## config.mk

```make
export PLATFORM = sky130hd
export DESIGN_NAME = hazard_ctrl
export DESIGN_NICKNAME = d
export VERILOG_FILES = /design/src/rtl/hazard_ctrl.sv
export SDC_FILE = /design/constraint.sdc
export NUM_CORES = 1
export LEC_CHECK = 0
export ABC_CLOCK_PERIOD_IN_PS = 2050
export BUFFER_PORTS_ARGS = -buffer_cell sky130_fd_sc_hd__buf_2
export CORE_MARGIN = 3
export CORE_UTILIZATION = 40
export DETAILED_ROUTE_END_ITERATION = 8
export PLACE_DENSITY_LB_ADDON = 0.2
export SKIP_CTS_REPAIR_TIMING = 1
export SLEW_MARGIN = 20
export SYNTH_ARGS = -nofsm -noshare
export SYNTH_HDL_FRONTEND = slang
export SYNTH_SLANG_ARGS = --single-unit
```

## constraint.sdc

```tcl
create_clock -name clk -period 2.05 [get_ports clk]
set_input_delay 0.205 -clock clk [delete_from_list [all_inputs] [get_ports clk]]
set_output_delay 0.205 -clock clk [all_outputs]
set_load 0.005 [all_outputs]
```

## src/rtl/hazard_ctrl.sv

```systemverilog
// hazard_ctrl: forwarding selects, load-use stall, branch flush, memory-wait freeze and handshake watchdog.
// Define HAZARD_PERF_EN to build the stallCycles/flushCount performance counters.
module hazard_ctrl #(
    parameter int REG_SIZE    = 5,
    parameter int MEM_TIMEOUT = 255
) (
    input  logic                clk,
    input  logic                reset,
    input  logic [REG_SIZE-1:0] rs1D,
    input  logic [REG_SIZE-1:0] rs2D,
    input  logic                useRs1D,
    input  logic                useRs2D,
    input  logic                validD,
    input  logic [REG_SIZE-1:0] rs1E,
    input  logic [REG_SIZE-1:0] rs2E,
    input  logic [REG_SIZE-1:0] writeRegE,
    input  logic                regWriteE,
    input  logic                mem2regE,
    input  logic                validE,
    input  logic [REG_SIZE-1:0] writeRegM,
    input  logic                regWriteM,
    input  logic                mem2regM,
    input  logic                validM,
    input  logic [REG_SIZE-1:0] writeRegW,
    input  logic                regWriteW,
    input  logic                validW,
    input  logic                PCSrcM,
    input  logic                memReqM,
    input  logic                memReadyM,
    output logic [1:0]          forwardAE,
    output logic [1:0]          forwardBE,
    output logic                stallF,
    output logic                stallD,
    output logic                stallE,
    output logic                stallM,
    output logic                flushD,
    output logic                flushE,
    output logic                flushM,
    output logic                flushW,
    output logic [1:0]          state,
    output logic                memErr,
    output logic [31:0]         stallCycles,
    output logic [31:0]         flushCount
);
    localparam logic [1:0] RUN      = 2'b00;
    localparam logic [1:0] MEM_WAIT = 2'b01;
    localparam logic [1:0] FLUSH    = 2'b10;
    localparam int CNT_W = $clog2(MEM_TIMEOUT + 1);
    localparam logic [CNT_W-1:0] CNT_MAX = CNT_W'(MEM_TIMEOUT);

    logic [1:0]       stateNext;
    logic [CNT_W-1:0] waitCnt;
    logic [CNT_W-1:0] waitNext;
    logic             mSrcOk;
    logic             wSrcOk;
    logic             loadUse;
    logic             pcFlush;
    logic             memStall;
    logic             luStall;

    // Loads in M have no data yet, so only ALU results forward from M
    assign mSrcOk = validM & regWriteM & ~mem2regM & (writeRegM != '0);
    assign wSrcOk = validW & regWriteW & (writeRegW != '0);

    always_comb begin
        forwardAE = 2'b00;
        forwardBE = 2'b00;
        if (reset) begin
            forwardAE = (mSrcOk & (writeRegM == rs1E)) ? 2'b10 : (wSrcOk & (writeRegW == rs1E)) ? 2'b01 : 2'b00;
            forwardBE = (mSrcOk & (writeRegM == rs2E)) ? 2'b10 : (wSrcOk & (writeRegW == rs2E)) ? 2'b01 : 2'b00;
        end
    end

    assign loadUse = validE & regWriteE & mem2regE & (writeRegE != '0) & validD &
                     ((useRs1D & (rs1D == writeRegE)) | (useRs2D & (rs2D == writeRegE)));

    // A wait releases in the cycle memReadyM arrives so the access completes without an extra bubble
    assign pcFlush  = PCSrcM & (state != MEM_WAIT);
    assign memStall = ~memReadyM & ((state == MEM_WAIT) | ((state == RUN) & memReqM & ~PCSrcM));
    assign luStall  = loadUse & ~pcFlush & ~memStall;

    assign stallF = reset & (memStall | luStall);
    assign stallD = reset & (memStall | luStall);
    assign stallE = reset & memStall;
    assign stallM = reset & memStall;
    assign flushD = reset & pcFlush;
    assign flushE = reset & (pcFlush | luStall);
    assign flushM = reset & pcFlush;
    assign flushW = reset & memStall;

    always_comb begin
        stateNext = RUN;
        if (state == RUN)
            stateNext = PCSrcM ? FLUSH : (memReqM & ~memReadyM) ? MEM_WAIT : RUN;
        else if (state == MEM_WAIT)
            stateNext = memReadyM ? RUN : MEM_WAIT;
    end

    assign waitNext = (waitCnt == CNT_MAX) ? waitCnt : waitCnt + 1'b1;

    always_ff @(posedge clk or negedge reset) begin
        if (!reset) begin
            state   <= RUN;
            waitCnt <= '0;
            memErr  <= 1'b0;
        end else begin
            state   <= stateNext;
            waitCnt <= ((state == MEM_WAIT) & ~memReadyM) ? waitNext : '0;
            memErr  <= memErr | ((state == MEM_WAIT) & ~memReadyM & (waitNext == CNT_MAX));
        end
    end

`ifdef HAZARD_PERF_EN
    always_ff @(posedge clk or negedge reset) begin
        if (!reset) begin
            stallCycles <= '0;
            flushCount  <= '0;
        end else begin
            if (stallF) stallCycles <= stallCycles + 32'd1;
            if (PCSrcM) flushCount <= flushCount + 32'd1;
        end
    end
`else
    assign stallCycles = '0;
    assign flushCount  = '0;
`endif
endmodule

```

Yosys cells after proc, flatten, opt, wreduce, memory -nomap -nowiden
Cells that the tools add are included.

Logic and storage cells: 70. Output and inout port bits: 79. Register bits: 11. Bits of input ports: 51.

Bitwise gates (word level): 39. $add $sub $neg: 1. Eq/ne operators: 10. Muxes and demuxes: 13. Reductions and logical operators: 4.

Operators with widths (number): equality test 5 bit (6); bitwise AND 1 bit (29); equality test 8 bit, second input constant (2); 2-to-1 mux 8 bit (2); nonzero test 5 bit (3); 2-to-1 mux 2 bit (6); adder 8 x 1 -> 8 bit, second input constant (1); 2-to-1 mux 1 bit (5); inverter 1 bit (5); bitwise OR 1 bit (5); equality test 2 x 1 -> 1 bit, second input constant (1); logical NOT 2 bit (1); != test 2 x 1 -> 1 bit, second input constant (1).

Longest topological paths before layout
Gate-level depths: netlist (run 1).

Depth after elaboration: 9. Depth in mapped cells: 6. Gate-level depth less buffers: 5.

Worst setup path before layout (run 1)
OpenSTA, ideal clock, no wires.

Kind: reg-to-reg. Start: register waitCnt[0]. End: register memErr. Cell stages (with the launch flop): 7. Arrival time: 1.421 ns. Slack: 0.508 ns. Setup time: 0.120 ns. Cells stage by stage: dfrtp_1 -> ha_1 -> and3_1 -> buf_2 -> nand2_1 -> o21ai_0 -> a41o_1.

Longest elaborated chain between the ends: 5. Elaborated cells between the ends (all ways): 6. Those cells by class: 1 x add/sub; 2 x eq/ne; 1 x mux; 2 x bitwise.

RTL lines: start: declaration (RTL line 52) `logic [CNT_W-1:0] waitCnt;`; start signal: assignment (RTL line 108) `waitCnt <= ((state == MEM_WAIT) & ~memReadyM) ? waitNext : '0;`; adder 8 x 1 -> 8 bit / equality test 8 bit (equally long branches) (RTL line 99) `assign waitNext = (waitCnt == CNT_MAX) ? waitCnt : waitCnt + 1'b1;`; 2-to-1 mux 8 bit * (RTL line 99); equality test 8 bit * (RTL line 109) `memErr <= memErr | ((state == MEM_WAIT) & ~memReadyM & (waitNext == CNT_MAX));`; bitwise AND 1 bit * (RTL line 109); bitwise OR 1 bit * (RTL line 109); end signal: assignment (RTL line 109); end: declaration (RTL line 41) `output logic memErr,`.

Mark *: on every way between the ends. The rest lies on a longest branch, timed or not.

Final worst setup path (run 1)
Start: input port writeRegM[1]. End: output port forwardAE[0].

Longest elaborated chain between the ends: 5. Elaborated cells between the ends (all ways): 6. Those cells by class: 1 x eq/ne; 2 x mux; 2 x bitwise; 1 x reduce/logical.

RTL lines: start: declaration (RTL line 20) `input logic [REG_SIZE-1:0] writeRegM,`; nonzero test 5 bit (RTL line 62) `assign mSrcOk = validM & regWriteM & ~mem2regM & (writeRegM != '0);`; bitwise AND 1 bit (RTL line 62); bitwise AND 1 bit * (RTL line 69) `forwardAE = (mSrcOk & (writeRegM == rs1E)) ? 2'b10 : (wSrcOk & (writeRegW == rs1E)) ? 2'b01 : 2'b00;`; 2-to-1 mux 2 bit * (RTL line 69); 2-to-1 mux 2 bit * (RTL line 68) `if (reset) begin`; end: declaration (RTL line 30) `output logic [1:0] forwardAE,`.

Marks and branches as above.

==> summary.md, run 1 <==
| Metric | Value |
|---|---|
| Startpoint-to-endpoint class of the critical path | `input pin to output pin` |
| Syn avg cell area | `8.17 um2` |
| Startpoint kind of the worst setup timing path | `input pin` |
| Worst slew slack as a fraction of its limit | `0.643` |
| Final #Nets | `309` |
| Vias | `1,360` |
| Cell count after synthesis | `195` |
| Clock-pin slew on the worst setup and hold paths | `50 ps` |
| Biggest area contributors in the synthesized netlist | `sky130_fd_sc_hd__buf_4 32%, sky130_fd_sc_hd__dfrtp_1 17%, sky130_fd_sc_hd__xor2_1 13%, sky130_fd_sc_hd__xnor2_1 5.5%, sky130_fd_sc_hd__nand3_1 2.5%` |
| Required time of the critical path | `1850 ps` |
| Slew Limit Fails | `0` |
| Final WL | `3720 um` |
| Number of buffers on the longest clock path | `2` |
| Cell area after layout | `1750 um2` |
| Share of the synthesized area in the top cell type | `0.320` |
| Detailed-routing iteration count for the pre-antenna-repair pass | `4` |
| Slew @ Worst Pin | `534 ps` |
| Number of inserted diodes | `0` |
| Distinct cells, synth | `44` |
| Post-detailed-placement cell area | `1690 um2` |
| Minimum setup slack among reg-to-reg paths | `310 ps` |
| Port bufs | `65` |
| I/O pins | `130` |
| Max H-tree Level | `1` |
| Post-route setup TNS | `0 ps` |
| Clock tree from TritonCTS | `built` |
| Max Fanout on Critical Path | `3` |
| Die Width | `69.1 um` |
| Core Rows | `22` |
| Initial core utilization | `0.426` |
| Result of the run | `complete, no violations` |
| Share of layout cells above drive strength 1 | `0.293` |
| Remaining global-route overflow | `0` |
| HPWL after detailed placement | `3170 um` |
| Cell area after technology mapping | `1590 um2` |
| Warnings, synthesis | `0` |
| RSZ-0062 raised after global routing | `no` |
| Clock sinks | `11` |
| Core Box Area | `3740 um2` |
| Hold violation total from the final report | `0` |
| Clock root buffer | `sky130_fd_sc_hd__clkbuf_8` |
| Die Outline Area | `4780 um2` |
| Routability congestion estimate | `0.930` |
| Leakage power total | `0.907 nW` |
| Number of buffers added by the clock tree synthesis step | `3` |
| Pin count of the biggest net entering global routing | `17` |
| Nature of the critical path endpoint | `output pin` |
| Yosys top cell by area | `sky130_fd_sc_hd__buf_4` |
| Post-synth EDFFs | `0` |
| Fraction of registers with async set or reset after synthesis | `1.00` |
| Vias per cell | `4.47` |
| Max-cap check violation count | `0` |
| Period utilisation layout | `0.875` |
| Filler Cell Count | `402` |
| Most common flop cell mapped by yosys | `sky130_fd_sc_hd__dfrtp_1` |
| Number of antenna violations at the first check in global routing | `0` |
| Area growth from synthesis to final layout | `9.65%` |
| Drt wl/cell | `12.2 um` |
| Commonest non-fill, non-tap cell in the layout | `sky130_fd_sc_hd__buf_2` |
| Worst hold path type | `input pin to flip-flop` |
| Fraction of the core area covered by cells at the end of the flow | `0.467` |
| Synthesis-stage register bit count | `11` |
| Number of remaining DRC errors | `0` |
| Global-route wire length before repair | `5490 um` |
| Antenna viol nets, final | `0` |
| Final period demand of the worst path | `1790 ps` |
| Iteration-0 DRC count of the detailed router | `27` |
| Portion of the post-synthesis area used by sequential elements | `0.173` |
| Setup Skew | `3.48 ps` |
| Number of global-route vias before repair | `1,133` |
| Overall routing resource usage | `0.138` |
| Max Fclk | `558 MHz` |
| Die Ht | `69.1 um` |
| Clock Latency Late Sink | `240 ps` |
| Worst ir drop on vdd | `0.449 mV` |
| Commonest cells after routing, fill and taps aside | `65 x sky130_fd_sc_hd__buf_2, 64 x sky130_fd_sc_hd__conb_1, 24 x sky130_fd_sc_hd__xor2_1` |
| Endpoint arrival time on the critical path | `1590 ps` |
| Pwr/cell area | `364 nW/um2` |
| Setup Viol. Count Final | `0` |
cell usage after synthesis (2+ instances only):
| cell | instances |
|---|---|
| sky130_fd_sc_hd__and2_1 | 2 |
| sky130_fd_sc_hd__o21bai_1 | 2 |
| sky130_fd_sc_hd__nor2b_1 | 2 |
| sky130_fd_sc_hd__xnor2_1 | 10 |
| sky130_fd_sc_hd__nand2_1 | 4 |
| sky130_fd_sc_hd__nor4_1 | 5 |
| sky130_fd_sc_hd__nand3_1 | 8 |
| sky130_fd_sc_hd__buf_4 | 68 |
| sky130_fd_sc_hd__dfrtp_1 | 11 |
| sky130_fd_sc_hd__clkbuf_1 | 4 |
| sky130_fd_sc_hd__or4_1 | 5 |
| sky130_fd_sc_hd__nor3_1 | 3 |
| sky130_fd_sc_hd__o21ai_0 | 4 |
| sky130_fd_sc_hd__and3_1 | 2 |
| sky130_fd_sc_hd__inv_1 | 2 |
| sky130_fd_sc_hd__a21oi_1 | 5 |
| sky130_fd_sc_hd__nor2_1 | 6 |
| sky130_fd_sc_hd__xor2_1 | 24 |
| sky130_fd_sc_hd__nand4_1 | 3 |
kinds of logic (layout without fill, tap and decap cells):
group | count (synthesis) | in the layout | synth area share
other | 1 | 64 | 0.00235
xor gates and xnor gates | 34 | 34 | 0.187
buffers and inverters | 75 | 73 | 0.338
AOI/OAI and AO/OA | 23 | 23 | 0.105
adders and majority gates | 1 | 1 | 0.00785
and+or+nand+nor | 50 | 50 | 0.188
DFF | 11 | 11 | 0.173
state kept, by name (all words and copies together) (netlist names):
register	count
state	2
waitCnt	8
memErr	1
worst max-delay path: stages:
cell and delay [ps]:
sky130_fd_sc_hd__buf_2 120, sky130_fd_sc_hd__or4_1 530, sky130_fd_sc_hd__o2111ai_2 210, sky130_fd_sc_hd__nor4_1 110
sky130_fd_sc_hd__nor4_2 270, sky130_fd_sc_hd__buf_2 150
worst paths after layout:
check | from | to | cells after the start
max | writeRegM[1] | forwardAE[0] | 6
min in group asynchronous | reset | waitCnt[6] | 3
max in group asynchronous | reset | state[1] | 3
min reg2reg | memErr | memErr | 1
max reg2reg | waitCnt[0] | memErr | 5
min | memReadyM | state[0] | 3
area by class of cell:
class / count / area, um2 / area share
tap: 48 / 60.1 / 0.0344
inverter: 2 / 7.51 / 0.00429
sequential: 11 / 275 / 0.157
clock buffer: 4 / 45.0 / 0.0258
multi-input combinational: 172 / 1020 / 0.582
timing repair buffer: 67 / 343 / 0.196
power breakdown:
group | leakage (nW) | switching, mW | total (mW) | internal, mW
logic | 0.733 | 0.109 | 0.192 | 0.0828
clock network | 0.0228 | 0.0833 | 0.220 | 0.137
registers | 0.152 | 0.00367 | 0.225 | 0.221
total | 0.907 | 0.196 | 0.636 | 0.441
layer usage:
metal	wire length [um]	global-route usage
met5	0	0
met3	290	0.0292
met4	63	0.0412
met1	1510	0.179
met2	1860	0.230
per-stage QoR:
stage | setup WS [ps] | total power [mW] | hold WS [ps] | std cells
finish | 257 | 0.636 | 256 | 304
floorplan | 508 | 0.410 | -90.6 | 258
global placement | 278 | 0.417 | 222 | 299
detailed placement | 235 | 0.415 | 222 | 299
global route | 166 | 0.679 | 258 | 304
CTS | 235 | 0.641 | -35.1 | 303
(Power assumes the default switching activity.)
==> inputs of run 2 (changes only) <==
==> constraint.sdc (replaced) <==
create_clock -name clk -period 2.05 [get_ports clk]
set_input_delay 0.1025 -clock clk [delete_from_list [all_inputs] [get_ports clk]]
set_output_delay 0.1025 -clock clk [all_outputs]
set_load 0.005 [all_outputs]
==> run 2 against run 1 <==
Final cell count stayed put. Largest power group unchanged. Routed wire length shrank 5.7%. Power is 2.3% lower. First-iteration DRC count shrank 37%. Die area unchanged. Critical path type unchanged.
==> summary.md, run 2 (synthesis results as in run 1) <==
| Metric | Value |
|---|---|
| Result of the run | `complete, no violations` |
| Number of buffers and inverters on the critical path | `3 (+1)` |
| Pin count of the biggest net entering global routing | `17 (unchanged)` |
| Fraction of the core area covered by cells at the end of the flow | `0.467 (unchanged)` |
| Worst hold-check slack | `156 ps (-100 ps)` |
| Pwr/cell area | `356 nW/um2 (-2.3%)` |
| RSZ-0062 raised after global routing | `no` |
| Port bufs | `65 (unchanged)` |
| Most frequent CP cell | `sky130_fd_sc_hd__buf_2` |
| Cells along the critical path | `dlygate4sd3_1, buf_2, o2111ai_1, or4_1, nor4_1, buf_2` |
| Top delay family on crit path | `buffers and inverters` |
| Number of global-route vias before repair | `1,099 (-3.0%)` |
| Routability congestion estimate | `0.872 (-6.2%)` |
| Number of standard cells in the final layout excluding fillers | `304 (unchanged)` |
| Iteration-0 DRC count of the detailed router | `17 (-37%)` |
| Vias | `1,323 (-2.7%)` |
| Clock root buffer | `sky130_fd_sc_hd__clkbuf_8` |
| Commonest non-fill, non-tap cell in the layout | `sky130_fd_sc_hd__buf_2` |
| Clock sinks | `11 (unchanged)` |
| Number of remaining DRC errors | `0 (unchanged)` |
| Leakage power total | `0.907 nW (unchanged)` |
| Final period demand of the worst path | `1930 ps (+138 ps)` |
| Drt wl/cell | `11.5 um (-5.7%)` |
| Max-cap check violation count | `0 (unchanged)` |
| Setup Viol. Count Final | `0 (unchanged)` |
| Remaining global-route overflow | `0 (unchanged)` |
| Number of inserted diodes | `0 (unchanged)` |
| Hold violation total from the final report | `0 (unchanged)` |
| Required time of the critical path | `1950 ps (+100 ps)` |
| Final WL | `3510 um (-5.7%)` |
| Slew Limit Fails | `0 (unchanged)` |
| Initial core utilization | `0.426 (unchanged)` |
| Slowest CP cell | `sky130_fd_sc_hd__or4_1` |
| Clock-pin slew on the worst setup and hold paths | `40 ps (about the same)` |
| Max Fanout on Critical Path | `2 (-1)` |
| Core Rows | `22 (unchanged)` |
| Share of layout cells above drive strength 1 | `0.293 (unchanged)` |
| Max H-tree Level | `1 (unchanged)` |
| Antenna viol nets, final | `0 (unchanged)` |
| Post-route setup TNS | `0 ps (unchanged)` |
| Detailed-routing iteration count for the pre-antenna-repair pass | `4 (unchanged)` |
| Die Width | `69.1 um (unchanged)` |
| Commonest cells after routing, fill and taps aside | `65 x sky130_fd_sc_hd__buf_2, 64 x sky130_fd_sc_hd__conb_1, 24 x sky130_fd_sc_hd__xor2_1` |
| Overall routing resource usage | `0.131 (-0.00699)` |
| Startpoint-to-endpoint class of the critical path | `input pin to output pin` |
| Final #Nets | `309 (unchanged)` |
| Max Fclk | `518 MHz (-7.1%)` |
| Endpoint arrival time on the critical path | `1830 ps (+240 ps)` |
| Number of flip-flops under the largest register name | `8 (unchanged)` |
| Number of buffers on the longest clock path | `2 (unchanged)` |
| Register with the most flip-flops | `waitCnt` |
| Startpoint kind of the worst setup timing path | `input pin` |
| Clock Latency Late Sink | `230 ps (about the same)` |
| Placed Cells incl. Taps | `299 (unchanged)` |
| Die Ht | `69.1 um (unchanged)` |
| Top flop regs | `waitCnt: 8 flops, state: 2 flops, memErr: 1 flops` |
| Worst hold path type | `input pin to flip-flop` |
| Vias per cell | `4.35 (-2.7%)` |
| Area growth from synthesis to final layout | `9.65% (unchanged)` |
| Die Outline Area | `4780 um2 (unchanged)` |
| Global-route wire length before repair | `5200 um (-5.4%)` |
| Clock tree from TritonCTS | `built` |
| Maximum cell stage delay along the critical path | `540 ps (about the same)` |
| Setup Skew | `5.04 ps (+1.56 ps)` |
| HPWL after detailed placement | `3050 um (-3.8%)` |
| Filler Cell Count | `387 (-3.7%)` |
| Nature of the critical path endpoint | `output pin` |
| Number of antenna violations at the first check in global routing | `0 (unchanged)` |
| Worst ir drop on vdd | `0.493 mV (+9.7%)` |
| Core Box Area | `3740 um2 (unchanged)` |
| I/O pins | `130 (unchanged)` |
| Number of buffers added by the clock tree synthesis step | `3 (unchanged)` |
| Period utilisation layout | `0.942 (+0.0673)` |
## run 2: cell counts in the layout (fill, tap and decap cells not counted)
No cell type changed its count.
## run 2: area by class of cell
cell class                      count  area (um2)  share of cell area
Inverter                            2        7.51             0.00429
Sequential cell                    11         275               0.157
Timing Repair Buffer               67         343               0.196
Clock buffer                        4        45.0              0.0258
Tap cell                           48        60.1              0.0344
Multi-Input combinational cell    172        1020               0.582
## run 2: worst min-delay path, cell delays in order
cell and delay [ps]:
sky130_fd_sc_hd__buf_2 90, sky130_fd_sc_hd__nor2_1 40, sky130_fd_sc_hd__o21a_1 110
## run 2: layer usage
metal,GRT usage,wire (um)
met2,0.226,1780
met5,0,0
met4,0.0152,0
met1,0.157,1350
met3,0.0554,382
## run 2: per-stage QoR
step | total power, mW | instance area, um2 | setup slack, ps
finish | 0.622 | 1750 | 119
global placement | 0.413 | 1690 | 470
detailed placement | 0.412 | 1690 | 426
CTS | 0.628 | 1740 | 410
floorplan | 0.410 | 1830 | 508
global route | 0.665 | 1750 | 8.26
## run 2: worst paths after layout
| kind | depth (start not counted) | startpoint | slack [ps] | to |
|---|---|---|---|---|
| max reg2reg | 5 | waitCnt[0] | 400 | memErr |
| min in group asynchronous | 3 | reset | 390 | waitCnt[3] |
| min | 3 | memReadyM | 160 | state[0] |
| max in group asynchronous | 3 | reset | 1480 | state[0] |
| min reg2reg | 1 | memErr | 470 | memErr |
| max | 6 | reset | 120 | forwardBE[0] |
## run 2: power by group
group	internal, mW	total, mW	switching [mW]
registers	0.221	0.225	0.00377
logic	0.0827	0.188	0.105
clock network	0.136	0.209	0.0734
total	0.440	0.622	0.182
